`src/rtl/edge_detector_pkg.sv`:
```
// Shared types and defaults for the Sobel edge-detector controller.
// Build option: EDGE_DETECTOR_CTRL_CYCLE_COUNT_EN enables the job-cycle counter.
package edge_detector_pkg;

  localparam int KX_SIZE_DEFAULT         = 3;
  localparam int KY_SIZE_DEFAULT         = 3;
  localparam int CYCLE_CNT_WIDTH_DEFAULT = 32;

  typedef enum logic [2:0] {
    IDLE     = 3'd0,
    INIT     = 3'd1,
    LOAD     = 3'd2,
    CALC     = 3'd3,
    OUT_INIT = 3'd4,
    OUT      = 3'd5,
    DONE     = 3'd6
  } ctrlState_t;

  // Every controller-driven datapath strobe plus the handshake/status outputs.
  typedef struct packed {
    logic cntrInputClear;
    logic cntrKernelClear;
    logic cntrMemGclear;
    logic memGclear;
    logic memImgWr;
    logic cntrInputInc;
    logic saveImgOrCalculate;
    logic cntrKernelInc;
    logic memGwr;
    logic cntrMemGinc;
    logic pixelReady;
    logic outValid;
    logic done;
  } ctrlStrobes_t;

  localparam ctrlStrobes_t STROBES_NONE = '0;

  function automatic logic isBusy(input ctrlState_t state);
    return state != IDLE;
  endfunction

endpackage

```
`src/rtl/edge_detector_ctrl_cycle_counter.sv`:
```
// Saturating job-cycle counter: cleared when a job is accepted, counts busy cycles.
// Instantiated by edge_detector_controller only under EDGE_DETECTOR_CTRL_CYCLE_COUNT_EN.
module edge_detector_ctrl_cycle_counter #(
  parameter int WIDTH = 32
) (
  input  logic             clk_i,
  input  logic             rst_i,
  input  logic             clear_i,
  input  logic             enable_i,
  output logic [WIDTH-1:0] count_o
);

  logic [WIDTH-1:0] count;

  // NOTE: sequential state uses non-blocking assignments so every flop samples pre-edge values.
  always_ff @(posedge clk_i or negedge rst_i) begin
    if (!rst_i) begin
      count <= '0;
    end else if (clear_i) begin
      count <= '0;
    end else if (enable_i && (count != '1)) begin
      count <= count + 1'b1;
    end
  end

  assign count_o = count;

endmodule

```
`src/rtl/edge_detector_controller.sv`:
```
// Sequencing FSM for the Sobel edge-detector datapath: load image, run 9-tap MAC, stream out.
// Build option: EDGE_DETECTOR_CTRL_CYCLE_COUNT_EN adds the job-cycle counter on cycleCount_o.
module edge_detector_controller
  import edge_detector_pkg::*;
#(
  parameter int KX_SIZE         = KX_SIZE_DEFAULT,
  parameter int KY_SIZE         = KY_SIZE_DEFAULT,
  parameter int CYCLE_CNT_WIDTH = CYCLE_CNT_WIDTH_DEFAULT
) (
  input  logic                       clk_i,
  input  logic                       rst_i,
  input  logic                       start_i,
  input  logic                       abort_i,
  input  logic                       pixelValid_i,
  input  logic                       outReady_i,
  input  logic                       inputRecieved_i,
  input  logic                       kernelResReady_i,
  input  logic                       imageProcessed_i,
  output logic                       cntrInputClear_o,
  output logic                       cntrKernelClear_o,
  output logic                       cntrMemGclear_o,
  output logic                       memGclear_o,
  output logic                       memImgWr_o,
  output logic                       cntrInputInc_o,
  output logic                       saveImgOrCalculate_o,
  output logic                       cntrKernelInc_o,
  output logic                       memGwr_o,
  output logic                       cntrMemGinc_o,
  output logic                       pixelReady_o,
  output logic                       outValid_o,
  output logic                       busy_o,
  output logic                       done_o,
  output logic [CYCLE_CNT_WIDTH-1:0] cycleCount_o
);

  // Tap sequencing is driven by the datapath's kernel counter; the kernel size only needs to be sane.
  if (KX_SIZE * KY_SIZE < 2) begin : gBadKernel
    $error("edge_detector_controller: kernel must have at least two taps");
  end

  ctrlState_t   state;
  ctrlState_t   nextState;
  ctrlStrobes_t strobes;
  logic         startAccepted;

  // NOTE: every signal assigned in always_comb gets a default first, so no latch can be inferred.
  always_comb begin
    nextState = state;
    strobes   = STROBES_NONE;

    unique case (state)
      IDLE: begin
        if (start_i) nextState = INIT;
      end

      INIT: begin
        strobes.cntrInputClear  = 1'b1;
        strobes.cntrKernelClear = 1'b1;
        strobes.cntrMemGclear   = 1'b1;
        strobes.memGclear       = 1'b1;
        nextState               = LOAD;
      end

      LOAD: begin
        strobes.pixelReady = 1'b1;
        if (pixelValid_i) begin
          strobes.memImgWr     = 1'b1;
          strobes.cntrInputInc = 1'b1;
          if (inputRecieved_i) nextState = CALC;
        end
      end

      // One kernel tap per cycle; the last tap rewinds the kernel counter and advances the pixel.
      CALC: begin
        strobes.saveImgOrCalculate = 1'b1;
        strobes.memGwr             = 1'b1;
        if (!kernelResReady_i) begin
          strobes.cntrKernelInc = 1'b1;
        end else begin
          strobes.cntrKernelClear = 1'b1;
          if (!imageProcessed_i) begin
            strobes.cntrMemGinc = 1'b1;
          end else begin
            nextState = OUT_INIT;
          end
        end
      end

      OUT_INIT: begin
        strobes.cntrMemGclear = 1'b1;
        nextState             = OUT;
      end

      OUT: begin
        strobes.outValid           = 1'b1;
        strobes.saveImgOrCalculate = 1'b1;
        if (outReady_i) begin
          strobes.cntrMemGinc = 1'b1;
          if (imageProcessed_i) nextState = DONE;
        end
      end

      DONE: begin
        strobes.done = 1'b1;
        nextState    = IDLE;
      end

      default: nextState = IDLE;
    endcase

    // Abort wins over everything, including a simultaneous start in IDLE.
    if (abort_i) begin
      nextState = IDLE;
      strobes   = STROBES_NONE;
    end
  end

  always_ff @(posedge clk_i or negedge rst_i) begin
    if (!rst_i) begin
      state <= IDLE;
    end else begin
      state <= nextState;
    end
  end

  assign startAccepted = (state == IDLE) && start_i && !abort_i;

  assign cntrInputClear_o     = strobes.cntrInputClear;
  assign cntrKernelClear_o    = strobes.cntrKernelClear;
  assign cntrMemGclear_o      = strobes.cntrMemGclear;
  assign memGclear_o          = strobes.memGclear;
  assign memImgWr_o           = strobes.memImgWr;
  assign cntrInputInc_o       = strobes.cntrInputInc;
  assign saveImgOrCalculate_o = strobes.saveImgOrCalculate;
  assign cntrKernelInc_o      = strobes.cntrKernelInc;
  assign memGwr_o             = strobes.memGwr;
  assign cntrMemGinc_o        = strobes.cntrMemGinc;
  assign pixelReady_o         = strobes.pixelReady;
  assign outValid_o           = strobes.outValid;
  assign done_o               = strobes.done;
  assign busy_o               = isBusy(state);

`ifdef EDGE_DETECTOR_CTRL_CYCLE_COUNT_EN
  edge_detector_ctrl_cycle_counter #(
    .WIDTH (CYCLE_CNT_WIDTH)
  ) uCycleCounter (
    .clk_i    (clk_i),
    .rst_i    (rst_i),
    .clear_i  (startAccepted),
    .enable_i (busy_o),
    .count_o  (cycleCount_o)
  );
`else
  logic unusedStart;
  assign unusedStart  = startAccepted;
  assign cycleCount_o = '0;
`endif

endmodule

```
`config.mk`:
```
export PLATFORM = sky130hd
export DESIGN_NAME = edge_detector_controller
export DESIGN_NICKNAME = d
export VERILOG_FILES = /design/src/rtl/edge_detector_pkg.sv /design/src/rtl/edge_detector_ctrl_cycle_counter.sv /design/src/rtl/edge_detector_controller.sv
export SDC_FILE = /design/constraint.sdc
export NUM_CORES = 1
export LEC_CHECK = 0
export CORE_MARGIN = 2
export CORE_UTILIZATION = 30
export DETAILED_ROUTE_END_ITERATION = 8
export GPL_ROUTABILITY_DRIVEN = 0
export PLACE_DENSITY = 0.85
export SYNTH_ARGS = -nofsm -noshare
export SYNTH_HDL_FRONTEND = slang
export SYNTH_SLANG_ARGS = --single-unit
```
`constraint.sdc`:
```
create_clock -name clk_i -period 2.1 [get_ports clk_i]
set_clock_uncertainty 0.2 [all_clocks]
set_input_delay 0.315 -clock clk_i [delete_from_list [all_inputs] [get_ports clk_i]]
set_output_delay 0.315 -clock clk_i [all_outputs]
set_load 0.005 [all_outputs]
```
# Word level (Yosys, flattened, before mapping)
# Index checks and enable logic that the tools add are counted.
# Widths: inputs -> output; s select.
# totals
register_bits	3
latch_bits	0
mem_bits_rw	0
rom_bits	0
input_bits	9
out_inout_bits	46
word_cells	45
mem_count	0
# classes
addsub	0
mul	0
n_div	0
order_cmp	0
n_eq_ne	13
shift	0
mux	26
bitwise	0
n_reduce_logical	5
# op_table
cell	n
$mux 3	8
$ne 3x3->1 const B	7
$pmux 3 s6	1
$mux 13	1
$mux 1	11
$eq 3x3->1 const B	3
$reduce_and 7->1	1
$eq 3x2->1 const B	2
$mux 2	3
$pmux 1 s2	2
$reduce_or 2->1	2
$eq 3x1->1 const B	1
$logic_not 3->1	1
$reduce_bool 3->1	1

# Depth between registers and ports, before layout
# depth
ltp_word	4
ltp_mapped	5
mapped_depth_nobuf	4

# Worst setup path before layout
# OpenSTA, ideal clock, no wires.
# synth_path
kind	input to register
from	input abort_i
to	register state[0]
setup_time_ps	126
arrival_time_ps	1364
required_time_ps	1774
setup_slack_ps	410
stages	5
n_path_buf	1
path_cell_list	buf_4 nor4b_2 o2bb2ai_2 nor2_1 a311o_1
# synth_via
elab_chain_cells	2
# synth_rtl
item	line	source
start: declaration	edge_detector_controller.sv:13	input logic abort_i,
$ne 3x3->1 (no line)	n/a	
$reduce_and 7->1 (no line)	n/a	
end signal: assignment	edge_detector_controller.sv:122	state <= nextState;
end: declaration	edge_detector_controller.sv:41	ctrlState_t state;
# Parallel ways exist; a longest one is shown, timed or not.
# A chain may end at the register's enable or synchronous reset.

# Worst setup path after layout
# layout_path
from	register state[2]
to	output cntrKernelClear_o
# layout_via
elab_chain_cells	3
# layout_rtl
item	line	source
$eq 3x2->1 or $eq 3x1->1 (tied branches)	edge_detector_controller.sv:51	unique case (state)
$pmux 1 s2 *	edge_detector_controller.sv:51	
$mux 13 *	edge_detector_controller.sv:112	if (abort_i) begin
end: declaration	edge_detector_controller.sv:20	output logic cntrKernelClear_o,
# Every way passes the cells marked *; elsewhere a longest branch is shown, timed or not.

==> impl_metrics.yaml <==
finish:
  diodes: 0
  largest_reg_flops: 3
  layout-drive-gt1-share: 0.354
  nNetsFinal: 140
  instances_no_fill: 157
  syn2layout_area_growth_pct: 62.3
  top_register: "state"
  reg_top3: "state: 3 flops"
routing:
  drt_first_iter_violations: 17
  ant_nets: 0
  firstDrtPassIters: 4
  vias_per_cell: 4.02
  vias: 631
  routed_wirelength_mm: 1.69
  drc: 0
  wl_per_cell_um: 10.8
sta:
  setup_viol: 0
  tns_ns: 0
  finalMaxSlewViolations: 0
  hold_viol_final: 0
  fmax_mhz: 476
  rsz0062_at_grt: "yes"
  finalCritPeriodShare: 1.00
  post-route-min-period_ns: 2.10
clock_network:
  clock_path_buffers: 2
  cts_buffers: 3
  cts-htree-levels: 1
  cts_tree: "yes"
  cts_root_buf: "clkbuf_4"
  path_clk_slew_ns: 0.04
  clock-sinks: 3
  clock_latency_ns: 0.25
critical_path:
  required_ns: 1.58
  path_class: "register to primary output"
  end_kind: "primary output"
  critPathMaxFanout: 2
  critical_path_arrival_ns: 1.58
  setup.worst_path.start_class: "register"
logic_synthesis:
  synth_edf_count: 0
  synth_seq_cells: 3
  yosysUniqueCellTypes: 30
  synth-seq-area-share: 0.124
  synth_area_leaders: "buf_4 (43%), dfrtp_1 (12%), nor2_1 (5.0%), o21ai_0 (3.3%), nor3_1 (2.5%)"
  yosys.area.top_type: "buf_4"
  syn-instance-count: 82
  yosysTopAreaCellShare: 0.435
  syn_area_um2: 604
  yosys_warnings: 0
  yosys-top-cells-count: "buf_4 (35), nor2_1 (8), o21ai_0 (4)"
  ys.flop_type: "dfrtp_1"
  syn_area_per_cell_um2: 7.37
  post-synth-top-count-cell: "buf_4"
  synthArstFlopShare: 1.00
pwr:
  p_total_w: 0.000626
  leakagePower_nw: 0.535
  power_density_mw_per_mm2: 638
  peakVddDrop_uv: 245
grt:
  grt_max_degree: 12
  grt_pass1_vias: 595
  antenna_found_initial: 0
  track_usage: 0.145
  grt_first_pass_wirelength_mm: 2.59
  grt_overflow: 0
floorplan:
  die_w_um: 48.9
  core_region_area_mm2: 0.00192
  die-area_mm2: 0.00239
  fp.dieH_um: 48.9
  initial_core_util: 0.314
  top_level_ports: 55
  rows: 16
min_path:
  min_path_type: "input port to async pin"
outcome:
  status: "complete, no violations"
placement:
  place_inst: 136
  hpwlAfterDp_mm: 1.11
  numPortBuffers: 22
run:
  cap_violations: 0
-- logic make-up (layout without fill, tap and decap cells) --
family,count (synthesis),after routing,synth area share
simple gates,25,25,0.230
other cells,1,32,0.00621
flops,3,3,0.124
compound gates,14,14,0.170
buf+inv,38,55,0.455
xor+xnor,1,1,0.0145
-- final timing paths --
check | start | to | slack [ns] | cells after the start
min in group clk_i | abort_i | state[1]$_DFFE_PN0P_ | 0.33 | 4
max | state[2]$_DFFE_PN0P_ | cntrKernelClear_o | 0.0009 | 6
max in group asynchronous | rst_i | state[1]$_DFFE_PN0P_ | 1.50 | 1
max reg2reg | state[1]$_DFFE_PN0P_ | state[0]$_DFFE_PN0P_ | 0.15 | 7
min | rst_i | state[2]$_DFFE_PN0P_ | 0.04 | 1
min reg2reg | state[1]$_DFFE_PN0P_ | state[1]$_DFFE_PN0P_ | 0.45 | 3
-- per-layer routing --
layer	wire length (um)	track usage
met1	643	0.150
met2	846	0.244
met3	167	0.0583
met4	32	0.0905
met5	0	0
-- layout make-up --
cell class	instances	area, um2
flip-flops and latches	3	76.3
well taps	27	33.8
fillers	192	941
multi-input cells	72	428
repair buffers	50	413
clock buffers	4	26.3
inverters	1	3.75
-- stage by stage --
step | area [um2] | hold WS [ns] | util | worst slack [ns]
after floorplan | 721 | -0.181 | - | 0.410
after global placement | 786 | 0.302 | 0.409 | -0.276
after detailed placement | 786 | 0.306 | 0.409 | -0.304
after CTS | 936 | 0.0378 | 0.487 | -0.0719
after global routing | 981 | 0.0472 | 0.510 | -0.0768
final | 981 | 0.0389 | 0.510 | 0.000877
-- where the power goes --
| part | switching [W] | total (W) | internal (W) |
|---|---|---|---|
| Sequential | 0.0000184 | 0.0000907 | 0.0000723 |
| Combinational | 0.000179 | 0.000425 | 0.000247 |
| Clock | 0.0000384 | 0.000110 | 0.0000717 |
| Total | 0.000235 | 0.000626 | 0.000391 |
-- critical path, cell delays in order (launching register included) --
cell and delay, ns:
dfrtp_1 0.40, or2b_1 0.27, nor3_2 0.17, buf_4 0.13, buf_4 0.10, a21o_1 0.07, clkdlybuf4s15_1 0.19
-- repair_timing --
item                                    CTS  global route
resized for setup                        27            11
pin swaps                                 3             0
setup buffers                            12             5
hold buffers                              0             0
endpoints found under the setup margin   14             6
endpoints found under the hold margin     0             0
-- layout by cell type, fill, tap and decap left out, types with 2 or more instances in the layout --
cell type	count
buf_4	25
buf_6	2
clkbuf_2	3
clkbuf_4	3
clkdlybuf4s50_1	9
conb_1	32
dfrtp_1	2
dlygate4sd2_1	8
nand2_1	3
nor2_1	5
nor2_2	2
o21ai_0	4
or2b_1	2
Power figures use the tool's default switching activity.
